--- src/rtl/onehot_mod_accum_pkg.sv ---
// Shared types and helpers for the one-hot modulo-N accumulator.
// Helpers take a one-hot vector zero-extended to OH_MAX bits (N <= OH_MAX).
package onehot_mod_pkg;

  localparam int OH_MAX = 64;

  typedef logic [OH_MAX-1:0] oh_t;

  typedef enum logic {
    OP_ADD = 1'b0,
    OP_SUB = 1'b1
  } op_e;

  // For a one-hot input the OR of set-bit indices is the index itself.
  function automatic int oh2idx(input oh_t v);
    int idx;
    idx = 0;
    for (int k = 0; k < OH_MAX; k++)
      if (v[k]) idx = idx | k;
    return idx;
  endfunction

  function automatic logic is_onehot(input oh_t v);
    int c;
    c = 0;
    for (int k = 0; k < OH_MAX; k++)
      if (v[k]) c++;
    return (c == 1);
  endfunction

endpackage

--- src/rtl/onehot_mod_accum_if.sv ---
// Operand/result handshake bundle for onehot_mod_accum.
// master: operand producer + result consumer; slave: the accumulator.
interface onehot_mod_accum_if #(
  parameter int N  = 5,
  parameter int CW = 8
);
  logic          InValid;
  logic          InReady;
  logic          InOp;
  logic [N-1:0]  InA;
  logic          OutValid;
  logic          OutReady;
  logic [N-1:0]  AccOut;
  logic [CW-1:0] WrapCount;
  logic          Err;

  modport master (
    output InValid, InOp, InA, OutReady,
    input  InReady, OutValid, AccOut,
    input  WrapCount, Err
  );

  modport slave (
    input  InValid, InOp, InA, OutReady,
    output InReady, OutValid, AccOut,
    output WrapCount, Err
  );
endinterface

--- src/rtl/onehot_mod_accum_rotate.sv ---
// onehot_mod_rotate: combinational one-hot (v +/- a) mod N with wrap flag.
// Ports: i_v value, i_a operand, i_op add/sub -> o_res result, o_wrap.
module onehot_mod_rotate
  import onehot_mod_pkg::*;
#(
  parameter int N = 5
) (
  input  logic [N-1:0] i_v,
  input  logic [N-1:0] i_a,
  input  logic         i_op,
  output logic [N-1:0] o_res,
  output logic         o_wrap
);

  int w_vi;
  int w_ai;
  int w_r;

  always_comb begin
    w_vi   = oh2idx(OH_MAX'(i_v));
    w_ai   = oh2idx(OH_MAX'(i_a));
    o_wrap = 1'b0;
    w_r    = w_vi;
    unique case (1'b1)
      (i_op == OP_ADD): begin
        o_wrap = (w_vi + w_ai) >= N;
        w_r    = o_wrap ? w_vi + w_ai - N
                        : w_vi + w_ai;
      end
      default: begin
        o_wrap = w_vi < w_ai;
        w_r    = o_wrap ? w_vi - w_ai + N
                        : w_vi - w_ai;
      end
    endcase
    for (int k = 0; k < N; k++)
      o_res[k] = (w_r == k);
  end

endmodule

--- src/rtl/onehot_mod_accum.sv ---
// onehot_mod_accum: handshaked one-hot mod-N accumulator with wrap count.
// Ports: Clk, Rst (sync, high), Clear, bus (slave). Option: ONEHOT_CHECK_EN.
module onehot_mod_accum
  import onehot_mod_pkg::*;
#(
  parameter int N  = 5,
  parameter int CW = 8
) (
  input  logic Clk,
  input  logic Rst,
  input  logic Clear,
  onehot_mod_accum_if.slave bus
);

  logic [N-1:0]  r_acc;
  logic [CW-1:0] r_wc;
  logic          r_ov;
  logic [N-1:0]  w_res;
  logic          w_wrap;
  logic          w_ready;
  logic          w_fire;
  logic          w_ok;

  // Output register frees up on the same edge it is consumed.
  assign w_ready = !Rst && !Clear
                && (!r_ov || bus.OutReady);
  assign w_fire  = bus.InValid && w_ready;

  onehot_mod_rotate #(.N(N)) u_rot (
    .i_v    (r_acc),
    .i_a    (bus.InA),
    .i_op   (bus.InOp),
    .o_res  (w_res),
    .o_wrap (w_wrap)
  );

`ifdef ONEHOT_CHECK_EN
  logic r_err;

  assign w_ok = is_onehot(OH_MAX'(bus.InA));

  always_ff @(posedge Clk) begin
    if (Rst)
      r_err <= 1'b0;
    else if (w_fire && !w_ok)
      r_err <= 1'b1;
  end

  assign bus.Err = r_err;
`else
  assign w_ok    = 1'b1;
  assign bus.Err = 1'b0;
`endif

  always_ff @(posedge Clk) begin
    if (Rst) begin
      r_acc <= N'(1);
      r_wc  <= '0;
      r_ov  <= 1'b0;
    end else if (Clear) begin
      r_acc <= N'(1);
      r_wc  <= '0;
      r_ov  <= 1'b0;
    end else begin
      if (r_ov && bus.OutReady)
        r_ov <= 1'b0;
      if (w_fire && w_ok) begin
        r_acc <= w_res;
        r_ov  <= 1'b1;
        if (w_wrap && (r_wc != '1))
          r_wc <= r_wc + CW'(1);
      end
    end
  end

  assign bus.InReady   = w_ready;
  assign bus.OutValid  = r_ov;
  assign bus.AccOut    = r_acc;
  assign bus.WrapCount = r_wc;

endmodule

--- src/flat_wrapper.sv ---
// flat-port wrapper written by rule: the top's interface ports become plain ports
module onehot_mod_accum_flat import onehot_mod_pkg::*;
#(
  parameter int N  = 5,
  parameter int CW = 8
)
  (Clk, Rst, Clear, bus_InValid, bus_InOp, bus_InA, bus_OutReady, bus_InReady, bus_OutValid, bus_AccOut, bus_WrapCount, bus_Err);
  onehot_mod_accum_if #(.N(N), .CW(CW)) bus_i ();
  input  logic Clk;
  input  logic Rst;
  input  logic Clear;
  input wire logic [$bits(bus_i.InValid)-1:0] bus_InValid;
  input wire logic [$bits(bus_i.InOp)-1:0] bus_InOp;
  input wire logic [$bits(bus_i.InA)-1:0] bus_InA;
  input wire logic [$bits(bus_i.OutReady)-1:0] bus_OutReady;
  output wire logic [$bits(bus_i.InReady)-1:0] bus_InReady;
  output wire logic [$bits(bus_i.OutValid)-1:0] bus_OutValid;
  output wire logic [$bits(bus_i.AccOut)-1:0] bus_AccOut;
  output wire logic [$bits(bus_i.WrapCount)-1:0] bus_WrapCount;
  output wire logic [$bits(bus_i.Err)-1:0] bus_Err;
  assign bus_i.InValid = bus_InValid;
  assign bus_i.InOp = bus_InOp;
  assign bus_i.InA = bus_InA;
  assign bus_i.OutReady = bus_OutReady;
  assign bus_InReady = bus_i.InReady;
  assign bus_OutValid = bus_i.OutValid;
  assign bus_AccOut = bus_i.AccOut;
  assign bus_WrapCount = bus_i.WrapCount;
  assign bus_Err = bus_i.Err;
  onehot_mod_accum #(.N(N), .CW(CW)) u_core (.Clk(Clk), .Rst(Rst), .Clear(Clear), .bus(bus_i));
endmodule
--- config.mk ---
export PLATFORM = sky130hd
export DESIGN_NAME = onehot_mod_accum_flat
export DESIGN_NICKNAME = d
export VERILOG_FILES = /design/src/rtl/onehot_mod_accum_pkg.sv /design/src/rtl/onehot_mod_accum_if.sv /design/src/rtl/onehot_mod_accum_rotate.sv /design/src/rtl/onehot_mod_accum.sv /design/src/flat_wrapper.sv
export SDC_FILE = /design/constraint.sdc
export NUM_CORES = 1
export LEC_CHECK = 0
export BUFFER_PORTS_ARGS = -buffer_cell sky130_fd_sc_hd__buf_2
export CORE_MARGIN = 2
export CORE_UTILIZATION = 60
export CTS_BUF_LIST = sky130_fd_sc_hd__clkbuf_4 sky130_fd_sc_hd__clkbuf_8
export DETAILED_ROUTE_END_ITERATION = 12
export PLACE_DENSITY = 0.86
export SKIP_CTS_REPAIR_TIMING = 1
export SKIP_LAST_GASP = 1
export SYNTH_ARGS = -nofsm -noshare
export SYNTH_HDL_FRONTEND = slang
export SYNTH_HIERARCHICAL = 1
export SYNTH_SLANG_ARGS = --single-unit
--- constraint.sdc ---
create_clock -name Clk -period 5.7 [get_ports Clk]
set_input_delay 0.855 -clock Clk [delete_from_list [all_inputs] [get_ports Clk]]
set_output_delay 0.855 -clock Clk [all_outputs]
set_load 0.01 [all_outputs]
==> results.md <==
Floorplan:
- 27 I/O pins were placed.
- The width of the chip is around 52 um.
- The vertical die dimension is between 50 and 60 um.
- The effective utilization at floorplan is 0.6254.
- In this run the core area contains 17 standard-cell rows.
- The die covers 2682 um^2.
- The core area is ~2200 um^2.

Critical path:
- The arrival time at the worst endpoint is approximately 4200 ps.
- The cell repeated most along the worst path is sky130_fd_sc_hd__inv_1.
- The worst-path cell with the longest stage delay is sky130_fd_sc_hd__fa_1.
- The required arrival time at the worst endpoint is between 5000 and 6000 ps.
- STA classifies the critical path startpoint as an input port.
- The largest single stage delay on the critical path is 510 ps.
- The setup path with the least slack is of type input port to flip-flop.
- Of all nets on the critical path, the largest fanout is 4.
- The critical path goes through buf_2, or2_2, ha_1, inv_1, fa_1, inv_1, fa_1, inv_1, a21oi_1, nand2b_1, ha_1, mux2_1, a31oi_1, a2111oi_2, o211ai_1, and3b_1, inv_1, o21ai_0.
- The type of destination of the critical path is a flip-flop.

Synthesis:
- The post-synthesis cell area is ~1400 um^2.
- The portion of synthesized area spent on multiplexers is 0.04749.
- Averaged over all synthesized cells, the footprint is between 8 and 9 um^2.
- After synthesis the netlist holds a flip-flop and latch count of 14.
- The xor-xnor portion of the synthesized cell area is 0.03014.
- During synthesis, Yosys emitted a total of 6 warnings.
- Of the total synthesized cell area, the portion taken by full adders, half adders and majority gates is 0.1808.
- The fraction of the yosys area taken by sequential cells is 0.2046.
- The largest family of logic cells by synthesized area is simple AND/OR/NAND/NOR gates.
- The main flop type after synthesis is sky130_fd_sc_hd__dfxtp_1.
- The number of enable-type register cells in the synthesized netlist is 0.
- The async set or reset register ratio after synthesis is 0.
- The number of library cell types mapped by synthesis is between 50 and 60.
- The gate count after technology mapping is 163.
- The number of nets in the synthesized netlist is 192.
- The compound-gate portion of the synthesized area is 0.2100.
- The simple-gate area share of the yosys netlist is 0.2484.

STA:
- The final critical-path required period is approximately 4000 ps.
- On the final layout, the worst clock skew is around 5.0 ps.
- The worst slew slack as a fraction of its limit is 0.5790.
- Setup violations remaining at the end of the flow were counted as 0.
- The count of pins over their slew limit is 0.
- The final hold violation count is 0.
- At the pin with the least slew margin, the transition time is around 630 ps.
- The maximum achievable frequency is 0.2483 GHz.
- Setup repair after global routing left no endpoint under its margin.
- The sum of negative setup slack is 0 ps.
- Of the available clock period, the critical path in the final layout requires 0.7067.
- The tightest hold margin is between 400 and 500 ps.

Routing:
- The residual antenna-violating net count after detailed routing is 0.
- Detailed routing inserted a total of ~1.3k vias.
- The final routed wire length divided by cell count is between 10 and 15 um.
- Before antenna repair, the detailed router went through 4 iterations.
- For this block, the routed nets add up to just under 3000 um of wire.
- Using the TritonRoute via totals, the vias-per-cell ratio works out to 5.916.
- The number of DRC markers after the initial detailed-route iteration is 39.
- The detailed-route DRC error count is 0.

Pwr:
- The clock network power share is 0.301.
- IR analysis of the VDD net gives a maximum drop of 0.0001404 V.
- The sequential fraction of design power is 0.407.
- The switching fraction of total power is 0.3129.
- In this run the power density over the cells is around 160 nW/um^2.
- The reported leakage power is slightly below 0.7 nW.
- The proportion of power drawn by combinational gates is 0.293.
- The switching power summed over all nets is 0.07667 mW.
- The internal power contribution is ~0.17 mW.

Run:
- Across the run, the number of max-cap violations was 0.

Clock tree:
- The clock transition time at the flip-flop clock pins of the worst setup and hold paths is approximately 80 ps.
- TritonCTS built the clock tree.
- The number of clock sinks is 14.
- CTS built an H-tree with a depth of 1.
- The buffer depth of the longest clock path is 2.
- The clock network latency to the later pin of the worst-skew pair is 290 ps.
- The total clock buffers created by CTS is 3.
- CTS placed an instance of sky130_fd_sc_hd__clkbuf_4 at the clock tree root.

Global routing:
- The initial antenna violation count is 0.
- The first global-routing pass estimated about 5000 um of wire.
- The maximum number of pins on one net before global-route repair is 16.
- The overall fraction of global-route tracks in use is 0.2495.
- The via count of the first global-routing pass is ~1.2k.
- The overflow left after global routing is 0.

Placement:
- The number of I/O port buffers is 24.
- The weighted congestion at the end of routability-driven global placement is between 0.8 and 0.9.
- After detailed placement, the design holds a cell count of 211.
- Detailed placement finished with a half-perimeter wire length of roughly 2200 um.

Layout:
- The library cell used most frequently in the layout, excluding fill and tap cells, is sky130_fd_sc_hd__buf_2.
- The layout filler cell count is 170.
- Compared with the post-synthesis result, the final layout area differs by 12.42%.
- The repair_antennas step left the layout with diodes totalling 0.
- The layout cell share with drive strength beyond 1 is 0.2567.
- The area of the multi-input gates is between 900 and 1000 um^2.
- The top cell types in the final layout, fill and taps aside, are 24 x sky130_fd_sc_hd__buf_2, 22 x sky130_fd_sc_hd__inv_1, 15 x sky130_fd_sc_hd__ha_1.
- The net count of the finished layout is about 220.
- The final cell count without fillers is ~220.
- The sequential cell area is about 280 um^2.

Run status:
- The run finished with clean final reports.

Worst hold path:
- The path class of the lowest-slack min-delay path is flip-flop to flip-flop.
-- cells in the mapped netlist, types with 3 or more instances --
cell type	number	area [um^2]
sky130_fd_sc_hd__nand3_1	7	35.03
sky130_fd_sc_hd__fa_1	3	60.06
sky130_fd_sc_hd__nand2b_1	5	31.28
sky130_fd_sc_hd__o31ai_1	3	22.52
sky130_fd_sc_hd__inv_1	22	82.58
sky130_fd_sc_hd__o311ai_0	3	26.28
sky130_fd_sc_hd__or2_2	6	37.54
sky130_fd_sc_hd__dfxtp_1	14	280.3
sky130_fd_sc_hd__o21ai_0	11	55.05
sky130_fd_sc_hd__ha_1	15	187.7
sky130_fd_sc_hd__nand2_1	4	15.01
sky130_fd_sc_hd__nor3b_1	3	22.52
sky130_fd_sc_hd__a21oi_1	11	55.05
sky130_fd_sc_hd__or4_1	3	22.52
sky130_fd_sc_hd__nor2_1	7	26.28
-- critical path, delay by kind of cell --
family,cells,cell delay (ps)
adders and majority gates,4,1100
muxes,1,290
AOI/OAI and AO/OA,5,930
and+or+nand+nor,3,660
buffers and inverters,5,360
-- layout make-up --
class | count | area share
inverter | 22 | 0.05361
multi-input combinational | 123 | 0.6401
timing repair buffer | 24 | 0.07799
tap | 28 | 0.02275
sequential | 14 | 0.1820
clock buffer | 4 | 0.02356
-- power by group through the flow --
stage	clock network, mW	registers (mW)	logic, mW
after floorplan	0	0.102	0.0534
after global placement	0	0.102	0.0669
after detailed placement	0	0.102	0.0703
after CTS	0.0746	0.0996	0.0713
after global routing	0.0779	0.0997	0.0808
final	0.0737	0.0996	0.0717
-- registers in the layout, indices dropped and copies added, names as in the netlist --
| register | flops |
|---|---|
| u_core/bus.AccOut | 5 |
| u_core/bus.WrapCount | 8 |
| u_core/bus.OutValid | 1 |
-- layer usage --
layer  routed length [um]  track usage  vias up  share of wire
met5                    0            0        -              0
met4                   32       0.1096        0          0.011
met3                  135      0.03161        6          0.046
met2                 1499       0.4551       39           0.51
met1                 1243       0.2896      592           0.43
li1                     -            -      635              -
-- through the flow --
| step | total power, mW | cell area [um^2] | setup slack, ps | util |
|---|---|---|---|---|
| floorplan | 0.1558 | 1370 | 1823 | - |
| global placement | 0.1687 | 1504 | 1521 | 0.6865 |
| detailed placement | 0.1722 | 1504 | 1418 | 0.6865 |
| CTS | 0.2454 | 1540 | 1689 | 0.7030 |
| global route | 0.2585 | 1540 | 1479 | 0.7030 |
| finish | 0.2450 | 1540 | 1672 | 0.7030 |
-- cell families after synthesis --
family | count (synthesis)
buffers and inverters | 26
and+or+nand+nor | 53
adders and majority gates | 18
muxes | 5
DFF | 14
AOI/OAI and AO/OA | 43
xor gates and xnor gates | 3
other | 1
-- path summary, 6_finish.rpt --
path / slack [ps] / to / cells past startpoint / startpoint
worst max-delay path: 1670 / u_core/bus.AccOut[3] / 18 / bus_InA[3]
worst min-delay path: 490 / u_core/bus.AccOut[2] / 2 / u_core/bus.AccOut[2]
worst min register to register: 490 / u_core/bus.AccOut[2] / 2 / u_core/bus.AccOut[2]
worst max register to register: 1800 / u_core/bus.AccOut[3] / 18 / u_core/bus.AccOut[3]
(Power assumes the default switching activity.)
